`config.mk`:
```
export PLATFORM = sky130hd
export DESIGN_NAME = wb_spi_master_fifo
export DESIGN_NICKNAME = d
export VERILOG_FILES = /design/src/rtl/wb_spi_master_fifo.sv
export SDC_FILE = /design/constraint.sdc
export NUM_CORES = 1
export LEC_CHECK = 0
export CAP_MARGIN = 20
export CORE_ASPECT_RATIO = 0.75
export CORE_MARGIN = 5
export CORE_UTILIZATION = 55
export CTS_CLUSTER_DIAMETER = 50
export DETAILED_ROUTE_END_ITERATION = 7
export GPL_TIMING_DRIVEN = 0
export HOLD_SLACK_MARGIN = 0.12
export PLACE_DENSITY = 0.78
export SLEW_MARGIN = 20
export SYNTH_ARGS = -nofsm -noshare
export SYNTH_HDL_FRONTEND = slang
export SYNTH_SLANG_ARGS = --single-unit
export TNS_END_PERCENT = 1
```
`constraint.sdc`:
```
create_clock -name wb_clk -period 7.1 [get_ports wb_clk]
set_input_delay 0.71 -clock wb_clk [delete_from_list [all_inputs] [get_ports wb_clk]]
set_output_delay 0.71 -clock wb_clk [all_outputs]
set_load 0.02 [all_outputs]
```
`src/rtl/wb_spi_master_fifo.sv`:
```
// Wishbone classic SPI master with TX/RX byte FIFOs.
// Bytes are shifted MSB-first with a programmable sclk half-period and
// selectable CPOL/CPHA. A level interrupt flags an empty TX FIFO while idle.
module wb_spi_master_fifo #(
    parameter int FIFO_DEPTH = 4,
    parameter int DIV_W      = 8
) (
    input  logic        wb_clk,
    input  logic        wb_rst,
    input  logic [2:0]  wb_adr_i,
    input  logic [31:0] wb_dat_i,
    output logic [31:0] wb_dat_o,
    input  logic        wb_we_i,
    input  logic        wb_cyc_i,
    input  logic        wb_stb_i,
    output logic        wb_ack_o,
    output logic        o_spi_sclk,
    output logic        o_spi_cs_n,
    output logic        o_spi_mosi,
    input  logic        i_spi_miso,
    output logic        o_irq
);
    localparam int AW = $clog2(FIFO_DEPTH);
    localparam int CW = AW + 1;

    typedef enum logic [1:0] {ST_IDLE, ST_LOAD, ST_SHIFT, ST_DONE} state_t;

    // Bus and register state
    logic              ack_q, ack_d;
    logic [4:0]        ctrl_q, ctrl_d;       // {irq_en, cs_hold, cpha, cpol, en}
    logic [DIV_W-1:0]  div_q, div_d;
    logic              rx_ovr_q, rx_ovr_d;
    logic              tx_drop_q, tx_drop_d;
    logic              irq_q, irq_d;

    // FIFO state
    logic [7:0]        tx_mem_q [FIFO_DEPTH];
    logic [7:0]        tx_mem_d [FIFO_DEPTH];
    logic [7:0]        rx_mem_q [FIFO_DEPTH];
    logic [7:0]        rx_mem_d [FIFO_DEPTH];
    logic [AW-1:0]     tx_wp_q, tx_wp_d, tx_rp_q, tx_rp_d;
    logic [AW-1:0]     rx_wp_q, rx_wp_d, rx_rp_q, rx_rp_d;
    logic [CW-1:0]     tx_cnt_q, tx_cnt_d, rx_cnt_q, rx_cnt_d;

    // SPI engine state
    state_t            state_q, state_d;
    logic              cpha_q, cpha_d;
    logic [DIV_W-1:0]  sdiv_q, sdiv_d;
    logic [DIV_W-1:0]  dcnt_q, dcnt_d;
    logic [4:0]        tog_q, tog_d;
    logic [7:0]        tx_sr_q, tx_sr_d;
    logic [7:0]        rx_sr_q, rx_sr_d;
    logic              sclk_q, sclk_d;
    logic              cs_n_q, cs_n_d;
    logic              mosi_q, mosi_d;

    // Handshake: the access completes in the single cycle wb_ack_o is high;
    // the master holds cyc/stb/adr/we/dat through that cycle, and all write
    // and pop side effects are registered at the end of it.
    logic bus_acc, bus_wr, bus_rd;
    logic tx_empty, tx_full, rx_empty, rx_full, busy, tick;
    logic tx_push_req, tx_push, tx_pop;
    logic rx_push_req, rx_push, rx_pop;
    logic [31:0] rd_data;
    logic unused_dat;

    assign bus_acc  = ack_q & wb_cyc_i & wb_stb_i;
    assign bus_wr   = bus_acc & wb_we_i;
    assign bus_rd   = bus_acc & ~wb_we_i;
    assign tx_empty = (tx_cnt_q == '0);
    assign tx_full  = (tx_cnt_q == CW'(FIFO_DEPTH));
    assign rx_empty = (rx_cnt_q == '0);
    assign rx_full  = (rx_cnt_q == CW'(FIFO_DEPTH));
    assign busy     = (state_q != ST_IDLE);
    assign tick     = (dcnt_q == sdiv_q);

    // A full FIFO still accepts a push when it is popped in the same cycle.
    assign tx_push_req = bus_wr && (wb_adr_i == 3'd3);
    assign tx_push     = tx_push_req && (!tx_full || tx_pop);
    assign rx_pop      = bus_rd && (wb_adr_i == 3'd4) && !rx_empty;
    assign rx_push     = rx_push_req && (!rx_full || rx_pop);

    assign unused_dat = ^wb_dat_i;

    assign wb_ack_o   = ack_q;
    assign wb_dat_o   = bus_rd ? rd_data : 32'd0;
    assign o_spi_sclk = sclk_q;
    assign o_spi_cs_n = cs_n_q;
    assign o_spi_mosi = mosi_q;
    assign o_irq      = irq_q;

    // Read data multiplexer; RXDATA returns 0 when the FIFO is empty
    always_comb begin
        rd_data = 32'd0;
        case (wb_adr_i)
            3'd0: rd_data = {27'd0, ctrl_q};
            3'd1: rd_data = 32'(div_q);
            3'd2: rd_data = {25'd0, tx_drop_q, rx_ovr_q, busy,
                             rx_full, rx_empty, tx_full, tx_empty};
            3'd4: rd_data = rx_empty ? 32'd0 : {24'd0, rx_mem_q[rx_rp_q]};
            default: rd_data = 32'd0;
        endcase
    end

    // Register file, sticky flags, FIFO pointers and interrupt next-state
    always_comb begin
        ack_d     = wb_cyc_i & wb_stb_i & ~ack_q;
        ctrl_d    = ctrl_q;
        div_d     = div_q;
        tx_drop_d = tx_drop_q;
        rx_ovr_d  = rx_ovr_q;
        if (bus_wr && wb_adr_i == 3'd0) ctrl_d = wb_dat_i[4:0];
        if (bus_wr && wb_adr_i == 3'd1) div_d = wb_dat_i[DIV_W-1:0];
        if (bus_wr && wb_adr_i == 3'd2) begin
            if (wb_dat_i[5]) rx_ovr_d  = 1'b0;
            if (wb_dat_i[6]) tx_drop_d = 1'b0;
        end
        if (tx_push_req && !tx_push) tx_drop_d = 1'b1;
        if (rx_push_req && !rx_push) rx_ovr_d  = 1'b1;

        tx_mem_d = tx_mem_q;
        rx_mem_d = rx_mem_q;
        tx_wp_d  = tx_wp_q;
        tx_rp_d  = tx_rp_q;
        rx_wp_d  = rx_wp_q;
        rx_rp_d  = rx_rp_q;
        if (tx_push) begin
            tx_mem_d[tx_wp_q] = wb_dat_i[7:0];
            tx_wp_d = tx_wp_q + AW'(1);
        end
        if (tx_pop) tx_rp_d = tx_rp_q + AW'(1);
        if (rx_push) begin
            rx_mem_d[rx_wp_q] = rx_sr_q;
            rx_wp_d = rx_wp_q + AW'(1);
        end
        if (rx_pop) rx_rp_d = rx_rp_q + AW'(1);
        tx_cnt_d = tx_cnt_q + CW'(tx_push) - CW'(tx_pop);
        rx_cnt_d = rx_cnt_q + CW'(rx_push) - CW'(rx_pop);

        irq_d = ctrl_q[4] & tx_empty & ~busy;
    end

    // SPI engine next-state
    always_comb begin
        state_d = state_q;
        case (state_q)
            ST_IDLE:  if (ctrl_q[0] && !tx_empty) state_d = ST_LOAD;
            ST_LOAD:  state_d = ST_SHIFT;
            ST_SHIFT: if (tick && tog_q == 5'd15) state_d = ST_DONE;
            ST_DONE:  state_d = (ctrl_q[0] && !tx_empty) ? ST_LOAD : ST_IDLE;
            default:  state_d = ST_IDLE;
        endcase
    end

    // SPI engine outputs and datapath: odd toggles are leading edges
    always_comb begin
        cpha_d      = cpha_q;
        sdiv_d      = sdiv_q;
        dcnt_d      = dcnt_q;
        tog_d       = tog_q;
        tx_sr_d     = tx_sr_q;
        rx_sr_d     = rx_sr_q;
        sclk_d      = sclk_q;
        cs_n_d      = cs_n_q;
        mosi_d      = mosi_q;
        tx_pop      = 1'b0;
        rx_push_req = 1'b0;
        case (state_q)
            ST_IDLE: begin
                sclk_d = ctrl_q[1];
                if (!ctrl_q[3]) cs_n_d = 1'b1;
            end
            ST_LOAD: begin
                tx_pop  = 1'b1;
                cs_n_d  = 1'b0;
                dcnt_d  = '0;
                tog_d   = 5'd0;
                rx_sr_d = 8'd0;
                cpha_d  = ctrl_q[2];
                sdiv_d  = div_q;
                sclk_d  = ctrl_q[1];
                tx_sr_d = tx_mem_q[tx_rp_q];
                if (!ctrl_q[2]) begin
                    mosi_d  = tx_mem_q[tx_rp_q][7];
                    tx_sr_d = {tx_mem_q[tx_rp_q][6:0], 1'b0};
                end
            end
            ST_SHIFT: begin
                if (tick) begin
                    dcnt_d = '0;
                    sclk_d = ~sclk_q;
                    tog_d  = tog_q + 5'd1;
                    if (!tog_q[0]) begin
                        if (cpha_q) begin
                            mosi_d  = tx_sr_q[7];
                            tx_sr_d = {tx_sr_q[6:0], 1'b0};
                        end else begin
                            rx_sr_d = {rx_sr_q[6:0], i_spi_miso};
                        end
                    end else begin
                        if (cpha_q) begin
                            rx_sr_d = {rx_sr_q[6:0], i_spi_miso};
                        end else if (tog_q != 5'd15) begin
                            mosi_d  = tx_sr_q[7];
                            tx_sr_d = {tx_sr_q[6:0], 1'b0};
                        end
                    end
                end else begin
                    dcnt_d = dcnt_q + DIV_W'(1);
                end
            end
            ST_DONE: begin
                rx_push_req = 1'b1;
                if (state_d != ST_LOAD && !ctrl_q[3]) cs_n_d = 1'b1;
            end
            default: begin
                cs_n_d = 1'b1;
            end
        endcase
    end

    // State register for bus, FIFOs and SPI engine
    always_ff @(posedge wb_clk or posedge wb_rst) begin
        if (wb_rst) begin
            ack_q     <= 1'b0;
            ctrl_q    <= '0;
            div_q     <= '0;
            rx_ovr_q  <= 1'b0;
            tx_drop_q <= 1'b0;
            irq_q     <= 1'b0;
            tx_mem_q  <= '{default: '0};
            rx_mem_q  <= '{default: '0};
            tx_wp_q   <= '0;
            tx_rp_q   <= '0;
            rx_wp_q   <= '0;
            rx_rp_q   <= '0;
            tx_cnt_q  <= '0;
            rx_cnt_q  <= '0;
            state_q   <= ST_IDLE;
            cpha_q    <= 1'b0;
            sdiv_q    <= '0;
            dcnt_q    <= '0;
            tog_q     <= 5'd0;
            tx_sr_q   <= 8'd0;
            rx_sr_q   <= 8'd0;
            sclk_q    <= 1'b0;
            cs_n_q    <= 1'b1;
            mosi_q    <= 1'b0;
        end else begin
            ack_q     <= ack_d;
            ctrl_q    <= ctrl_d;
            div_q     <= div_d;
            rx_ovr_q  <= rx_ovr_d;
            tx_drop_q <= tx_drop_d;
            irq_q     <= irq_d;
            tx_mem_q  <= tx_mem_d;
            rx_mem_q  <= rx_mem_d;
            tx_wp_q   <= tx_wp_d;
            tx_rp_q   <= tx_rp_d;
            rx_wp_q   <= rx_wp_d;
            rx_rp_q   <= rx_rp_d;
            tx_cnt_q  <= tx_cnt_d;
            rx_cnt_q  <= rx_cnt_d;
            state_q   <= state_d;
            cpha_q    <= cpha_d;
            sdiv_q    <= sdiv_d;
            dcnt_q    <= dcnt_d;
            tog_q     <= tog_d;
            tx_sr_q   <= tx_sr_d;
            rx_sr_q   <= rx_sr_d;
            sclk_q    <= sclk_d;
            cs_n_q    <= cs_n_d;
            mosi_q    <= mosi_d;
        end
    end

endmodule
```
==> impl_metrics.yaml <==
drt:
  vias: 4574
  drt-pass1-iter-count: 5
  drt_iter0_drc: 373
  finalWirelength_mm: 15.08
  drc_errors: 0
  ant_nets: 0
  routedWlPerCell_um: 18.27
  via_per_inst: 5.544
timing:
  slew_headroom_pct: 50.47
  finalHoldViolations: 0
  setup_violations: 0
  clock_skew_ns: 0.007768
  slew_viol_final: 0
  layout_min_cycle_time_ns: 4.147
  worst-slew-pin-transition_ns: 0.7372
  grt_setup_unrepaired: "no"
  fmax_mhz: 241.1
  finalCritPeriodShare_pct: 58.41
  fin_setup_tns_ns: 0
outcome:
  outcome: "completed"
floorplan:
  die_h_um: 109.2
  start_util_pct: 55.80
  io_pins: 78
  die_x_um: 142.2
  core_area_sq_um: 12930
  rows: 36
  dieArea_sq_um: 15530
pwr:
  p_int_w: 0.001781
  p_leak_nw: 4.009
  seqPwrFrac_pct: 38.8
  swShare_pct: 33.15
  switchingPower_w: 0.0008832
  vdd_drop_max_mv: 0.1895
  p_comb_share_pct: 29.5
  clkPwrFrac_pct: 31.6
  power.density_nw_per_um2: 317.2
layout:
  drive_above_1_share_pct: 29.20
  nets: 706
  design_area_sq_um: 8401
  antenna_cells: 0
  fillers: 933
  multi_input_area_sq_um: 3410
  seq_area_sq_um: 3455
  area_growth_syn_to_layout_pct: 16.46
worst_setup_path:
  crit_type: "in -> out"
  worstPathArrival_ns: 3.44
  required_ns: 6.39
  worst_setup_path_end_kind: "output pin"
  critPathLaunchType: "primary input"
  worst-path-max-fanout: 10
global_routing:
  grt_max_degree: 75
  gr-total-overflow: 0
  gr-usage-all-layers_pct: 20.90
  antenna_found_initial: 0
  grt_pass1_vias: 4833
  grt_pass1_wl_mm: 24.74
cts:
  cts_tree: "yes"
  postCtsHoldBufs: 0
  clk_pin_slew_worst_paths_ns: 0.06
  ctsHtreeMaxLevel: 4
  ctsResizeCount: 0
  cts.sinks: 138
  postCtsSetupBuffers: 0
  clockRootBuffer: "clkbuf_16"
  insertion_delay_ns: 0.42
  cts_buffers: 17
  clockBufferDepth: 2
yosys:
  syn_inst: 571
  syn_area_sq_um: 7213
  yosysWarnings: 0
  synth_cell_types: 58
  synth-seq-cells: 138
  synth_ff_type: "dfrtp_1"
  synthArstFlopShare_pct: 100.0
  seq_area_frac_synth_pct: 47.89
  synth_edf_count: 0
  synth_area_per_cell_sq_um: 12.63
placed_design:
  dpl-instance-area_sq_um: 7839
  portBuffers: 29
  place.gp.congestion: 0.8727
  hpwl_mm: 10.50
flow_run:
  cap_violations: 0
hold_path:
  hold_path_class: "reg -> reg"
[metrics by stage]
stage | cells | setup slack [ns] | utilization [%] | total power (W) | hold WS, ns
finish | 825 | 2.953 | 64.98 | 0.002665 | 0.4781
global route | 825 | 2.741 | 64.98 | 0.002814 | 0.5083
global placement | 794 | 1.000 | 60.37 | 0.001775 | 0.4565
CTS | 825 | 2.961 | 64.98 | 0.002678 | 0.4761
floorplan | 594 | 2.695 | - | 0.001620 | 0.4587
detailed placement | 795 | 2.999 | 60.64 | 0.001823 | 0.4689
[Yosys cell counts (2+ instances only)]
cell      number  area (sq um)
xor2_1         4         35.03
mux4_2        16         360.4
and3_1         4         25.02
clkbuf_1      11         41.29
and2_1         9         56.30
mux2i_1       23         230.2
a31oi_1        2         12.51
o211ai_1       4         30.03
dfrtp_1      137          3428
and4b_1        2         20.02
xnor2_1       18         157.7
nand3_2        2         20.02
inv_1         31         116.4
mux2_2        62         698.2
buf_2          3         15.01
nand2_4        4         45.04
o21ai_0       18         90.09
mux2_4        32         480.5
ha_1          20         250.2
nor3_1         4         20.02
fa_1           2         40.04
nor2b_1        5         31.28
nand3_1       13         65.06
mux2_1         2         22.52
and4_1         3         26.28
buf_4         24         180.2
a21oi_1        6         30.03
nand2_1       42         157.7
nand4_1        4         25.02
buf_6          7         78.83
a22oi_1        2         15.01
o22ai_1       10         62.56
and2_4         4         35.03
nor2_1        16         60.06
nor3b_1        2         15.01
[state kept, by name (all words and copies together) (netlist names), 2 cells and up]
| name | count |
|---|---|
| rx_mem_q | 32 |
| tx_mem_q | 32 |
| dcnt_q | 8 |
| div_q | 8 |
| rx_sr_q | 8 |
| sdiv_q | 8 |
| tx_sr_q | 8 |
| ctrl_q | 5 |
| tog_q | 5 |
| rx_cnt_q | 3 |
| tx_cnt_q | 3 |
| rx_rp_q | 2 |
| rx_wp_q | 2 |
| state_q | 2 |
| tx_rp_q | 2 |
| tx_wp_q | 2 |
[per-layer routing]
layer	up-vias	GRT usage, %	part of all wire (%)
li1	2116	-	-
met1	2323	28.48	46
met2	107	32.19	47
met3	28	6.181	4.9
met4	0	7.329	1.8
met5	-	0	0
[layout by cell type, fill, tap and decap left out, types with 3 or more instances in the layout]
master	instances
dfrtp_1	137
mux2_2	62
nand2_1	42
mux2_4	32
inv_1	30
clkdlybuf4s50_1	29
buf_4	24
conb_1	24
mux2i_1	23
ha_1	20
xnor2_1	18
o21ai_0	18
clkbuf_16	17
mux4_2	16
nor2_1	16
clkbuf_1	15
nand3_1	13
o22ai_1	10
and2_1	9
buf_6	7
a21oi_1	6
nor2b_1	5
and2_4	4
nand4_1	4
o211ai_1	4
and3_1	4
nand2_4	4
xor2_1	4
nor3_1	4
buf_2	3
and4_1	3
[final timing paths]
| kind | startpoint | endpoint | slack, ns | cells past startpoint |
|---|---|---|---|---|
| setup / recovery | wb_adr_i[1] | wb_dat_o[7] | 2.95 | 6 |
| hold / removal | wb_ack_o | wb_ack_o | 0.48 | 1 |
| setup reg to reg | rx_cnt_q[1] | rx_cnt_q[2] | 4.40 | 11 |
| hold reg to reg | wb_ack_o | wb_ack_o | 0.48 | 1 |
| max in group asynchronous | wb_rst | tx_sr_q[6] | 5.67 | 3 |
| min in group asynchronous | wb_rst | wb_ack_o | 0.74 | 2 |
[power groups by stage]
stage                     registers (W)  logic (W)  clock network (W)
after floorplan                 0.00101   0.000608                  0
after global placement          0.00103   0.000744                  0
after detailed placement        0.00104   0.000780                  0
after CTS                       0.00103   0.000790           0.000856
after global routing            0.00105   0.000869           0.000894
final                           0.00103   0.000787           0.000843
[area by class of cell]
cell class,count,area share [%]
flip-flops and latches,138,41.12
multi-input cells,379,40.59
clock buffers,23,5.570
plain buffers,46,3.798
repair buffers,30,3.783
well taps,171,2.547
inverters,31,1.475
clock inverters,7,1.117
[cells by family after synthesis]
family                   after synthesis  synth area share (%)
AO/OA/AOI/OAI                         53                 4.753
XOR/XNOR                              22                 2.671
adder cells (fa/ha/maj)               23                 4.163
buffers and inverters                 77                 6.036
flip-flops                           138                 47.89
multiplexers                         135                 24.84
other                                  1               0.05199
AND/OR/NAND/NOR                      122                 9.592
[worst max-delay path, stage by stage]
cell and delay (ns):
clkdlybuf4s50_1 0.47, clkbuf_1 0.27, maj3_1 0.41, nor3_1 0.58, a21boi_0 0.33, clkdlybuf4s50_1 0.66
Note: power is estimated with default switching activity, not from simulation.
